`src/rtl/stepper_ctrl.sv`:
```
// Memory-mapped stepper-motor sequencer: firmware programs CTRL/PERIOD/COUNT,
// the block steps the coil phase table autonomously and reports via STATUS.
module stepper_ctrl #(
    parameter logic [11:0] BASE_ADDR = 12'hFF0,
    parameter int          PW        = 24,
    parameter int          CW        = 16
) (
    input  logic        clock,
    input  logic        reset,
    input  logic        wren,
    input  logic [11:0] address,
    input  logic [31:0] data,
    output logic [31:0] q,
    output logic [5:0]  ja
);

    typedef enum logic [1:0] {
        S_IDLE = 2'd0,
        S_RUN  = 2'd1,
        S_DONE = 2'd2
    } state_t;

    state_t        state_q, state_d;
    logic          en_q, en_d;
    logic          dir_q, dir_d;
    logic          half_q, half_d;
    logic [PW-1:0] period_q, period_d;
    logic [PW-1:0] cnt_q, cnt_d;
    logic [CW-1:0] rem_q, rem_d;
    logic [2:0]    idx_q, idx_d;
    logic          done_q, done_d;

    // Bus: a write commits on the clock edge where wren is high; reads are
    // purely combinational on address and have no side effects.
    logic [11:0] offset;
    logic        hit;
    logic        wr_ctrl, wr_period, wr_count, wr_status;
    logic        abort_req, start_req;
    logic [PW-1:0] reload;
    logic [2:0]  step_amt;
    logic        busy;
    logic [3:0]  coils;
    logic        unused_data;

    assign offset    = address - BASE_ADDR;
    assign hit       = (offset < 12'd4);
    assign wr_ctrl   = wren && hit && (offset[1:0] == 2'd0);
    assign wr_period = wren && hit && (offset[1:0] == 2'd1);
    assign wr_count  = wren && hit && (offset[1:0] == 2'd2);
    assign wr_status = wren && hit && (offset[1:0] == 2'd3);

    assign abort_req   = wr_ctrl && (data[3] || !data[0]);
    assign start_req   = wr_count && en_q && (data[CW-1:0] != '0);
    assign reload      = (period_q == '0) ? '0 : period_q - PW'(1);
    assign step_amt    = half_q ? 3'd1 : 3'd2;
    assign busy        = (state_q != S_IDLE);
    assign unused_data = ^data[31:PW];

    function automatic logic [3:0] phase_of(input logic [2:0] i);
        case (i)
            3'd0:    phase_of = 4'b0001;
            3'd1:    phase_of = 4'b0011;
            3'd2:    phase_of = 4'b0010;
            3'd3:    phase_of = 4'b0110;
            3'd4:    phase_of = 4'b0100;
            3'd5:    phase_of = 4'b1100;
            3'd6:    phase_of = 4'b1000;
            default: phase_of = 4'b1001;
        endcase
    endfunction

    always_ff @(posedge clock or negedge reset) begin
        if (!reset) begin
            state_q  <= S_IDLE;
            en_q     <= 1'b0;
            dir_q    <= 1'b0;
            half_q   <= 1'b0;
            period_q <= '0;
            cnt_q    <= '0;
            rem_q    <= '0;
            idx_q    <= 3'd0;
            done_q   <= 1'b0;
        end else begin
            state_q  <= state_d;
            en_q     <= en_d;
            dir_q    <= dir_d;
            half_q   <= half_d;
            period_q <= period_d;
            cnt_q    <= cnt_d;
            rem_q    <= rem_d;
            idx_q    <= idx_d;
            done_q   <= done_d;
        end
    end

    always_comb begin
        state_d  = state_q;
        en_d     = en_q;
        dir_d    = dir_q;
        half_d   = half_q;
        period_d = period_q;
        cnt_d    = cnt_q;
        rem_d    = rem_q;
        idx_d    = idx_q;
        done_d   = done_q;

        if (wr_ctrl) begin
            en_d   = data[0];
            dir_d  = data[1];
            half_d = data[2];
        end
        if (wr_period) period_d = data[PW-1:0];
        if (wr_status && data[1]) done_d = 1'b0;

        case (state_q)
            S_IDLE: begin
                if (start_req) begin
                    state_d = S_RUN;
                    rem_d   = data[CW-1:0];
                    cnt_d   = reload;
                    done_d  = 1'b0;
                end
            end
            S_RUN: begin
                // Abort has priority over a step falling due in the same cycle.
                if (abort_req) begin
                    state_d = S_IDLE;
                    rem_d   = '0;
                end else if (cnt_q == '0 && rem_q != '0) begin
                    idx_d = dir_q ? idx_q + step_amt : idx_q - step_amt;
                    rem_d = rem_q - CW'(1);
                    cnt_d = reload;
                    if (rem_q == CW'(1)) state_d = S_DONE;
                end else if (cnt_q != '0) begin
                    cnt_d = cnt_q - PW'(1);
                end
            end
            S_DONE: begin
                done_d  = 1'b1;
                state_d = S_IDLE;
            end
            default: state_d = S_IDLE;
        endcase
    end

    // Coils stay energised while idle to provide holding torque.
    assign coils = en_q ? phase_of(idx_q) : 4'b0000;
    assign ja    = {done_q, busy, coils};

    always_comb begin
        q = '0;
        if (hit) begin
            case (offset[1:0])
                2'd0: q[2:0]    = {half_q, dir_q, en_q};
                2'd1: q[PW-1:0] = period_q;
                2'd2: q[CW-1:0] = rem_q;
                default: begin
                    q[0]   = busy;
                    q[1]   = done_q;
                    q[6:4] = idx_q;
                end
            endcase
        end
    end

endmodule

```
`config.mk`:
```
export PLATFORM = sky130hd
export DESIGN_NAME = stepper_ctrl
export DESIGN_NICKNAME = d
export VERILOG_FILES = /design/src/rtl/stepper_ctrl.sv
export SDC_FILE = /design/constraint.sdc
export NUM_CORES = 1
export LEC_CHECK = 0
export ABC_AREA = 0
export BUFFER_PORTS_ARGS = -buffer_cell sky130_fd_sc_hd__buf_2
export CAP_MARGIN = 20
export CORE_ASPECT_RATIO = 0.75
export CORE_UTILIZATION = 60
export CTS_CLUSTER_DIAMETER = 200
export DETAILED_ROUTE_END_ITERATION = 10
export GPL_TIMING_DRIVEN = 1
export PLACE_DENSITY = 0.89
export SYNTH_ARGS = -nofsm -noshare
export SYNTH_HDL_FRONTEND = slang
export SYNTH_SLANG_ARGS = --single-unit
```
`constraint.sdc`:
```
create_clock -name clock -period 4.2 [get_ports clock]
set_input_delay 1.05 -clock clock [delete_from_list [all_inputs] [get_ports clock]]
set_output_delay 1.05 -clock clock [all_outputs]
set_load 0.01 [all_outputs]
```
# After elaboration in Yosys (flattened, before gate mapping)
# Index checks and enable logic that the tools add are counted.
# word_totals
elab_cells,89
reg_bits,73
output_inout_bits,38
# op_classes
n_eq_ne,17
n_mux,29
reduce_logical,26
magnitude_cmp,1
n_bitwise,1
add_sub_neg,6
# op_table
cell,count
2-to-1 mux 24 bit,6
logical NOT 24 bit,2
2-to-1 mux 16 bit,3
case mux 24 bit (2 select lines),1
"subtractor 24 x 1 -> 24 bit, second input constant",2
case mux 16 bit (2 select lines),1
nonzero test 16 bit,2
case mux 4 bit (7 select lines),1
nonzero test 24 bit,1
case mux 9 bit (2 select lines),1
"equality test 16 x 1 -> 1 bit, second input constant",1
"subtractor 16 x 1 -> 16 bit, second input constant",1
"< comparator 12 x 3 -> 1 bit, second input constant",1
"subtractor 12 bit, second input constant",1
logical AND 1 bit,10
2-to-1 mux 2 bit,5
"equality test 3 bit, second input constant",3
"inequality test 3 bit, second input constant",3
case mux 3 bit (3 select lines),1
AND reduction 3 bit,3
2-to-1 mux 8 bit,1
"equality test 2 bit, second input constant",3
"equality test 3 x 2 -> 1 bit, second input constant",2
case mux 2 bit (3 select lines),1
other kinds (18),24

# Longest topological paths before layout
# Gate-level depths: netlist (run 1).
# depth
word_depth,8
ltp_mapped,10
depth_no_buf,8

# Least setup slack after synthesis (run 1)
# OpenSTA, ideal clock, no wires.
# synth_timing
kind,input port to output port
start,in address[11]
end,out q[10]
t_arrival_ns,2.316
required_time_ns,3.150
setup_slack_ns,0.834
path_stages,5
path_cell_list,nand4_1 > nor4_2 > clkbuf_1 > nand2_1 > nor2_1
# synth_via
elab_chain_len,3
# synth_rtl
item,line,text
"start, declared",11,"input logic [11:0] address,"
subtractor 12 bit,45,assign offset = address - BASE_ADDR;
< comparator 12 x 3 -> 1 bit,46,assign hit = (offset < 12'd4);
2-to-1 mux 24 bit,152,if (hit) begin
"end, declared",13,"output logic [31:0] q,"
# Every way passes these cells.

# Worst setup path after layout (run 1)
# layout_timing
start,in address[0]
end,out q[5]
# layout_via
elab_chain_len,4
word_cells_on_any_way,7
cone_classes,add/sub (1); order compare (1); eq/ne (2); mux (2); reduce/logical (1)
# layout_rtl
item,line
subtractor 12 bit *,45
"parallel branches: the longest is 2 deep, another holds < comparator 12 x 3 -> 1 bit",--
2-to-1 mux 24 bit *,152
# Mark *: on every way between the ends.

==> impl_metrics.toml, run 1 <==
[final_layout]
instances_no_fill = 738
drive_above_1_share = 0.221
antenna_cells = 0
n_fill_cell = 652
area_delta_synth_final_pct = 11.0
multi_input_area_mm2 = 0.00293
nets = 687
regArea_mm2 = 0.00183

[run_status]
status = "complete, no violations"

[place]
place_hpwl_um = 10400
dp_cells = 723
place.gp.congestion = 0.912
port_buffers = 68

[sta]
maxSlewHeadroom = 0.280
setup_viol = 0
fin_tns_setup_ns = 0
hold_viol = 0
min_period_ns = 3.57
worst_pin_slew_ns = 1.08
rsz0062_at_grt = "no"
maxSlewViolCount = 0
fmax_mhz = 280
fin_skew_ns = 0.0170
period_share = 0.850

[global_route]
grt_overflow_total = 0
grt_util_all_layers = 0.350
grt_pass1_wl_um = 23400
first_global_vias = 4627
grt_max_degree = 35
antenna_found_initial = 0

[clocking]
hold_buffers = 0
cts_made_buffers = 9
cts_tree = "built"
insertion_delay_ns = 0.37
clockRootBuffer = "clkbuf_8"
path_clk_slew_ns = 0.07
cts.htree.levels = 3
cts.sinks = 73
postCtsSetupRepairBufs = 0
clock_path_buffers = 2
cts_resized = 0

[floorplan]
core-area_mm2 = 0.00799
chipWidth_um = 108
die-area_mm2 = 0.00875
die_h_um = 81.3
io_pins = 85
num_rows = 28
start_util = 0.629

[synth]
synth_seq_area_share = 0.364
ys_warn_count = 0
syn-cell-area_mm2 = 0.00502
avgSynthCellArea_um2 = 8.74
synth_edf_count = 0
syn_inst = 575
ys_ff_latch = 73
synthFlopType = "dfrtp_1"
ys_types = 66
synthArstFlopShare = 1.00

[route]
drc = 0
drt_iter0_markers = 702
ant_nets = 0
detail_route.wl_per_cell_um = 19.8
drt_first_pass_iters = 5
routed_wl_um = 14600
num_vias = 5070
avgViaCountPerCell = 6.87

[worst_setup_path]
critPathCaptureType = "output port"
crit_arrival_ns = 2.52
crit_type = "input port to output port"
crit_family = "adder cells"
required_ns = 3.15
worstPathCellList = "buf_2, inv_1, ha_1, a22oi_1, nor2_1, a21oi_1, nor2_1, buf_2"
path_max_fanout = 17
startpoint_type = "input port"
crit_buf_inv = 3
cp_slowest_cell = "ha_1"
max_stage_delay_ns = 0.62
r2r_slack_ns = 0.85

[pwr]
vdd_ir_drop_max_mv = 0.185
powerDensity_mw_per_mm2 = 254
p_leak_nw = 2.57

[worst_hold_path]
min_path_type = "flip-flop to flip-flop"

[job]
cap_viol_max_count = 0
## cells in the mapped netlist, drive strengths merged, types with 3 or more instances
cell type	count	area [um^2]
o2bb2ai	6	52.6
or3	4	25.0
a222oi	3	30.0
o21ai	50	250
nor4	21	144
nor3b	3	33.8
clkbuf	26	118
o22ai	3	18.8
mux2	29	327
inv	16	60.1
and3	11	68.8
buf	17	123
a22oi	19	143
a31oi	8	50.1
a32oi	5	43.8
nor4b	3	38.8
dfrtp	73	1830
o31ai	3	27.5
nand2b	3	18.8
and2	3	18.8
nand3	11	55.1
xnor2	10	87.6
or4	10	86.3
a22o	7	61.3
ha	10	125
xor2	10	87.6
a21oi	33	165
nand2	26	97.6
nand3b	3	22.5
a211oi	6	45.0
nand4	9	56.3
nor3	29	145
nor2	72	270
o32a	4	40.0
## final cells by class
| class | count | share of cell area |
|---|---|---|
| flip-flops and latches | 73 | 0.328 |
| inverters | 16 | 0.0108 |
| clock inverters | 4 | 0.00943 |
| repair buffers | 79 | 0.0759 |
| multi-input cells | 450 | 0.526 |
| clock buffers | 11 | 0.0272 |
| well taps | 105 | 0.0236 |
## path summary, 6_finish.rpt
check | from | cells after the start | end
setup / recovery | address[0] | 8 | q[5]
hold / removal | cnt_q[21] | 1 | cnt_q[21]
setup reg to reg | cnt_q[16] | 6 | cnt_q[20]
hold reg to reg | cnt_q[21] | 1 | cnt_q[21]
max in group asynchronous | reset | 2 | cnt_q[20]
min in group asynchronous | reset | 1 | dir_q
## cell families (layout without fill, tap and decap cells)
kind of cell	after synthesis	count (layout)	synth area share
buffers and inverters	59	110	0.0598
DFF	73	73	0.364
AOI/OAI and AO/OA	165	165	0.216
xor gates and xnor gates	20	20	0.0349
adders and majority gates	11	11	0.0289
and+or+nand+nor	215	215	0.228
other	1	8	0.000746
muxes	31	31	0.0690
## registers in the layout, summed over array words and instances (netlist names)
register  cells
cnt_q        24
en_q          1
state_q       2
idx_q         3
half_q        1
period_q     24
done_q        1
dir_q         1
rem_q        16
## metal layers
metal  global-route usage  wire, um
met5                    0         0
met1                0.493      6190
met3               0.0770      1670
met4                0.100       287
met2                0.544      6470
## stage by stage
step | hold WS, ns | power [W] | cell area (um^2) | util | setup slack (ns)
2_1_floorplan | 0.474 | 0.000786 | 5050 | - | 0.834
3_3_place_gp | 0.496 | 0.000836 | 5370 | 0.672 | 0.762
3_5_place_dp | 0.497 | 0.000840 | 5370 | 0.672 | 0.671
4_1_cts | 0.513 | 0.00141 | 5580 | 0.698 | 0.654
5_1_grt | 0.551 | 0.00145 | 5580 | 0.698 | 0.545
6_report | 0.513 | 0.00142 | 5580 | 0.698 | 0.630
## layout by cell type (no fill, tap or decap), types with 5 or more instances in the layout
cell | netlist | routed
xor2_1 | 10 | 10
clkbuf_8 | 2 | 11
a31oi_1 | 8 | 7
a22o_1 | 7 | 7
o2bb2ai_1 | 6 | 6
conb_1 | 1 | 8
mux2_2 | 29 | 29
buf_2 | 5 | 68
a22oi_1 | 19 | 19
nor4_1 | 19 | 19
nand2_1 | 26 | 26
and3_1 | 11 | 11
a21oi_1 | 33 | 33
a32oi_1 | 5 | 5
nand3_1 | 11 | 11
dfrtp_1 | 73 | 73
inv_1 | 16 | 16
o21ai_0 | 49 | 49
ha_1 | 10 | 10
xnor2_1 | 10 | 10
nor2_1 | 72 | 72
nor3_1 | 29 | 29
nand4_1 | 9 | 9
a211oi_1 | 6 | 6
or4_1 | 7 | 7
buf_4 | 10 | 11
## power breakdown
| group | leakage [nW] | switching, W | total (W) | internal [W] |
|---|---|---|---|---|
| Sequential | 0.952 | 0.00000221 | 0.000706 | 0.000703 |
| Clock | 0.0937 | 0.000283 | 0.000586 | 0.000304 |
| Combinational | 1.52 | 0.0000791 | 0.000123 | 0.0000440 |
| Total | 2.57 | 0.000364 | 0.00142 | 0.00105 |
## worst reg2reg max path: cells and delay by family (launching register included)
family           cells  cell delay (ns)
AND/OR/NAND/NOR      3             1.87
flip-flops           1             0.48
AO/OA/AOI/OAI        3             0.89
No activity file was read; power rests on OpenSTA's default activity.
==> inputs of run 2 (changes only) <==
Settings changed: CELL_PAD_IN_SITES_DETAIL_PLACEMENT set to 1, CELL_PAD_IN_SITES_GLOBAL_PLACEMENT set to 1, CORE_UTILIZATION 60 to 46, PLACE_DENSITY 0.89 to 0.91.
==> run 2 against run 1 <==
Maximum frequency about the same; power up 13%; register-to-register slack better by 0.08 ns; die area up 30%; routed wire length up 15%; worst setup slack better by 0.0019 ns; critical endpoint is now q[14].
==> impl_metrics.toml, run 2 (synthesis results as in run 1) <==
[floorplan]
die_h_um = 92.5
io_pins = 85
num_rows = 32
die-area_mm2 = 0.0114
core-area_mm2 = 0.0105
chipWidth_um = 123
start_util = 0.481

[pwr]
vdd_ir_drop_max_mv = 0.169
p_leak_nw = 2.64
powerDensity_mw_per_mm2 = 279

[clocking]
postCtsSetupRepairBufs = 0
cts_resized = 0
insertion_delay_ns = 0.35
cts_made_buffers = 9
clock_path_buffers = 2
cts_tree = "built"
hold_buffers = 0
clockRootBuffer = "clkbuf_16"
cts.htree.levels = 3
cts.sinks = 73
path_clk_slew_ns = 0.06

[route]
avgViaCountPerCell = 6.56
detail_route.wl_per_cell_um = 21.9
drt_first_pass_iters = 5
routed_wl_um = 16900
wl_met1_um = 7350
drc = 0
met3_length_um = 1290
drt_iter0_markers = 455
ant_nets = 0
wl_met2_um = 7880
highest_layer = "met4"
num_vias = 5055

[sta]
min_period_ns = 3.57
maxSlewHeadroom = 0.387
fin_skew_ns = 0.00598
fmax_mhz = 280
period_share = 0.850
rsz0062_at_grt = "no"
fin_tns_setup_ns = 0
setup_viol = 0
hold_viol = 0
worst_pin_slew_ns = 0.908
maxSlewViolCount = 0

[final_layout]
reg.largest.list = "cnt_q: 24 flops, period_q: 24 flops, rem_q: 16 flops"
mostFrequentLayoutCell = "dfrtp_1"
nets = 687
multi_input_area_mm2 = 0.00293
final_cell_mix = "dfrtp_1 (73), nor2_1 (72), buf_2 (68)"
n_fill_cell = 1280
instances_no_fill = 770
regArea_mm2 = 0.00183
antenna_cells = 0
drive_above_1_share = 0.221
area_delta_synth_final_pct = 14.2

[place]
dp_cells = 753
place.gp.congestion = 0.854
place_hpwl_um = 11900
port_buffers = 68

[global_route]
antenna_found_initial = 0
grt_util_all_layers = 0.312
first_global_vias = 5035
grt_max_degree = 74
grt_overflow_total = 0
grt_pass1_wl_um = 27000

[worst_setup_path]
crit_end = "q[14]"
r2r_end = "cnt_q[22]"
required_ns = 3.15
r2r_cells = 6
path_max_fanout = 17
critPathCaptureType = "output port"
timing.rr.start = "cnt_q[16]"
startpoint = "address[11]"
r2r_slack_ns = 0.93
startpoint_type = "input port"
crit_arrival_ns = 2.52
crit_type = "input port to output port"

[worst_hold_path]
min_path_type = "flip-flop to flip-flop"

[job]
cap_viol_max_count = 0

[run_status]
status = "complete, no violations"
run 2: layer usage:
layer | global-route usage | up-vias
met5 | 0 | -
met4 | 0.0915 | 0
met3 | 0.0757 | 35
met2 | 0.503 | 240
met1 | 0.413 | 2524
li1 | - | 2256
run 2: final cells by class:
cell class / instances / share of cell area
Inverter: 16 / 0.0105
Clock inverter: 2 / 0.00174
Clock buffer: 14 / 0.0495
Timing Repair Buffer: 79 / 0.0794
Tap cell: 136 / 0.0297
Sequential cell: 73 / 0.318
Multi-Input combinational cell: 450 / 0.511
run 2: worst max-delay path: stages:
cell and delay (ns):
buf_2 0.08, nand4_1 0.12, nor4_2 0.23, buf_4 0.27, nand2_1 0.34, nor2_1 0.25, buf_2 0.16
run 2: metrics by stage:
step	worst slack (ns)	utilization	total power, W	cell area [um^2]	hold WS [ns]
after floorplan	0.834	-	0.000786	5050	0.474
after global placement	0.736	0.518	0.000839	5420	0.499
after detailed placement	0.586	0.518	0.000844	5420	0.498
after CTS	0.627	0.546	0.00161	5710	0.514
after global routing	0.494	0.549	0.00165	5740	0.571
final	0.632	0.549	0.00160	5740	0.515
run 2: how the worst min path moves through the flow:
stage / from / endpoint / slack (ns) / depth (start not counted)
after floorplan: cnt_q[21] / cnt_q[21] / 0.47 / 1
after global placement: cnt_q[21] / cnt_q[21] / 0.50 / 1
after detailed placement: cnt_q[21] / cnt_q[21] / 0.50 / 1
after CTS: cnt_q[21] / cnt_q[21] / 0.51 / 1
after global routing: cnt_q[8] / cnt_q[8] / 0.57 / 1
final: cnt_q[21] / cnt_q[21] / 0.51 / 1
run 2: power by group:
group          leakage [nW]  internal (W)  switching [W]  total [W]
Combinational          1.54     0.0000451      0.0000808   0.000126
Clock                 0.149      0.000463       0.000302   0.000765
Sequential            0.952      0.000705     0.00000225   0.000707
Total                  2.64       0.00121       0.000385    0.00160
==> inputs of run 3 (changes only) <==
Settings changed: ABC_AREA 0 to 1, CORE_UTILIZATION 46 to 42, PLACE_DENSITY 0.91 to 0.87.
Clock period 4.2 ns to 3.5 ns, I/O delays scaled along.
==> run 3 against run 2 <==
Combinational power grew to 16 times the previous value; largest power group is now combinational cells; non-clock buffer count down 7; flip-flop and latch count did not move; count of clock-buffer cells in the layout down 3; power grew to 2.8 times the previous value; clock skew grew 0.0014 ns; worst setup slack worse by 0.25 ns; global-route usage shrank 2.1 points; critical endpoint is now q[12]; die area rose by 35%; synthesized cell count grew 62%; synthesized area is 24% higher.
==> impl_metrics.toml, run 3 <==
[global_route]
grt_max_degree = 74
antenna_found_initial = 0
grt_pass1_wl_um = 34200
grt_overflow_total = 0
first_global_vias = 6535
grt_util_all_layers = 0.291

[final_layout]
n_fill_cell = 1996
nets = 1047
instances_no_fill = 1194
drive_above_1_share = 0.165
area_delta_synth_final_pct = 11.6
antenna_cells = 0
fin_area_mm2 = 0.00696
reg.largest.list = "cnt_q: 24 flops, period_q: 24 flops, rem_q: 16 flops"
mostFrequentLayoutCell = "nand2_1"
final_cell_mix = "nand2_1 (307), nor2_1 (137), nand3_1 (88)"

[worst_setup_path]
startpoint_type = "input port"
r2r_cells = 11
worst-path-stages = 7
crit_arrival_ns = 2.25
cp_common_cell = "buf_2"
cp_slowest_cell = "nand2_1"
required_ns = 2.62
crit_type = "input port to output port"
crit_buf_inv = 2
max_stage_delay_ns = 0.32
crit_family = "simple AND/OR/NAND/NOR gates"
worstPathCellList = "buf_2, nor2_1, nand3_2, nor2_8, nand2_1, a21oi_1, buf_2"
critPathCaptureType = "output port"
path_max_fanout = 10

[pwr]
fin_total_pwr_w = 0.00444
p_leak_nw = 3.70
vdd_ir_drop_max_mv = 0.366
powerDensity_mw_per_mm2 = 638

[synth]
synthTopCellsByArea = "dfrtp_1 (29%), nand2_1 (18%), nor2_1 (8.3%)"
avgSynthCellArea_um2 = 6.68
synth_seq_area_share = 0.293
syn_inst = 933
syn-cell-area_mm2 = 0.00623
synthArstFlopShare = 1.00
ys_ff_latch = 73
synthFlopType = "dfrtp_1"
yosys.cell_count.top_type = "nand2_1"
synth_edf_count = 0
synth.largest_area_cell = "dfrtp_1"
synth_top_cell_area_share = 0.293
ys_warn_count = 0
netlist_top_cells_count = "nand2_1 (307), nor2_1 (138), nand3_1 (88)"
ys_types = 44

[route]
ant_nets = 0
drt_first_pass_iters = 5
num_vias = 6359
drt_iter0_markers = 372
drc = 0
avgViaCountPerCell = 5.33
routed_wl_um = 20600
detail_route.wl_per_cell_um = 17.2

[sta]
hold_viol = 0
fmax_mhz = 320
setup_viol = 0
maxSlewHeadroom = 0.343
period_share = 0.892
maxSlewViolCount = 0
fin_skew_ns = 0.00733
fin_tns_setup_ns = 0
worst_pin_slew_ns = 0.986
min_period_ns = 3.12
rsz0062_at_grt = "no"

[job]
cap_viol_max_count = 0

[clocking]
cts_tree = "built"
cts.htree.levels = 3
insertion_delay_ns = 0.35
clock_path_buffers = 2
postCtsSetupRepairBufs = 0
path_clk_slew_ns = 0.06
clockRootBuffer = "clkbuf_16"
hold_buffers = 0
cts_made_buffers = 9
cts.sinks = 73
cts_resized = 0

[floorplan]
die-area_mm2 = 0.0153
io_pins = 85
core-area_mm2 = 0.0145
chipWidth_um = 143
num_rows = 38
die_h_um = 108
start_util = 0.431

[place]
port_buffers = 68
place_hpwl_um = 15200
dp_cells = 1178
place.gp.congestion = 0.870
dpl_cell_area_mm2 = 0.00664

[run_status]
status = "complete, no violations"

[worst_hold_path]
min_path_cells = 1
min_path_type = "flip-flop to flip-flop"
run 3: changes by cell type after synthesis, moves of 22 or more:
cell / before / now
nand2_1: 26 / 307
nor2_1: 72 / 138
o21ai_0: 49 / 26
nand3_1: 11 / 88
inv_1: 16 / 79
nor3_1: 29 / 7
run 3: cell type report:
class	instances	area [um^2]	area share
Multi-Input combinational cell	751	3870	0.557
Inverter	82	313	0.0449
Timing Repair Buffer	72	373	0.0536
Clock buffer	11	243	0.0349
Clock inverter	5	78.8	0.0113
Sequential cell	73	1830	0.262
Tap cell	200	250	0.0360
run 3: stage by stage:
stage	hold slack, ns	worst slack [ns]	utilization
after floorplan	0.462	0.831	-
after global placement	0.488	0.418	0.459
after detailed placement	0.495	0.397	0.459
after CTS	0.507	0.384	0.481
after global routing	0.543	0.279	0.481
final	0.507	0.377	0.481
run 3: routing by layer:
metal / routed length (um) / track usage / vias to the layer above
li1: - / - / 3056
met5: 0 / 0 / -
met3: 1050 / 0.0436 / 20
met1: 9930 / 0.401 / 3114
met2: 9380 / 0.479 / 169
met4: 217 / 0.0691 / 0
run 3: worst reg2reg max path, delay by kind of cell (launching register included):
family | cells | cell delay, ns
flip-flops | 1 | 0.40
adder cells (fa/ha/maj) | 1 | 0.31
buffers and inverters | 1 | 0.18
AND/OR/NAND/NOR | 9 | 1.53
run 3: cell families after synthesis:
| group | count (synthesis) | synth area share |
|---|---|---|
| AND/OR/NAND/NOR | 620 | 0.456 |
| buffers and inverters | 116 | 0.0907 |
| flip-flops | 73 | 0.293 |
| AO/OA/AOI/OAI | 60 | 0.0550 |
| XOR/XNOR | 32 | 0.0450 |
| multiplexers | 20 | 0.0361 |
| adder cells (fa/ha/maj) | 11 | 0.0233 |
| other | 1 | 0.000602 |
run 3: where the power goes:
group	leakage, nW	switching [W]	total, W	internal (W)
Clock	0.159	0.000385	0.00103	0.000643
Sequential	0.957	0.000328	0.00139	0.00106
Combinational	2.58	0.00130	0.00203	0.000727
Total	3.70	0.00202	0.00444	0.00243
run 3: final timing paths:
kind                                 start        end  slack (ns)
worst min-delay path            state_q[0]     done_q        0.51
worst max register to register    cnt_q[0]   rem_q[8]        0.97
min in group asynchronous            reset   rem_q[9]        0.66
max in group asynchronous            reset  cnt_q[15]        2.17
worst max-delay path            address[3]      q[12]        0.38
worst min register to register  state_q[0]     done_q        0.51
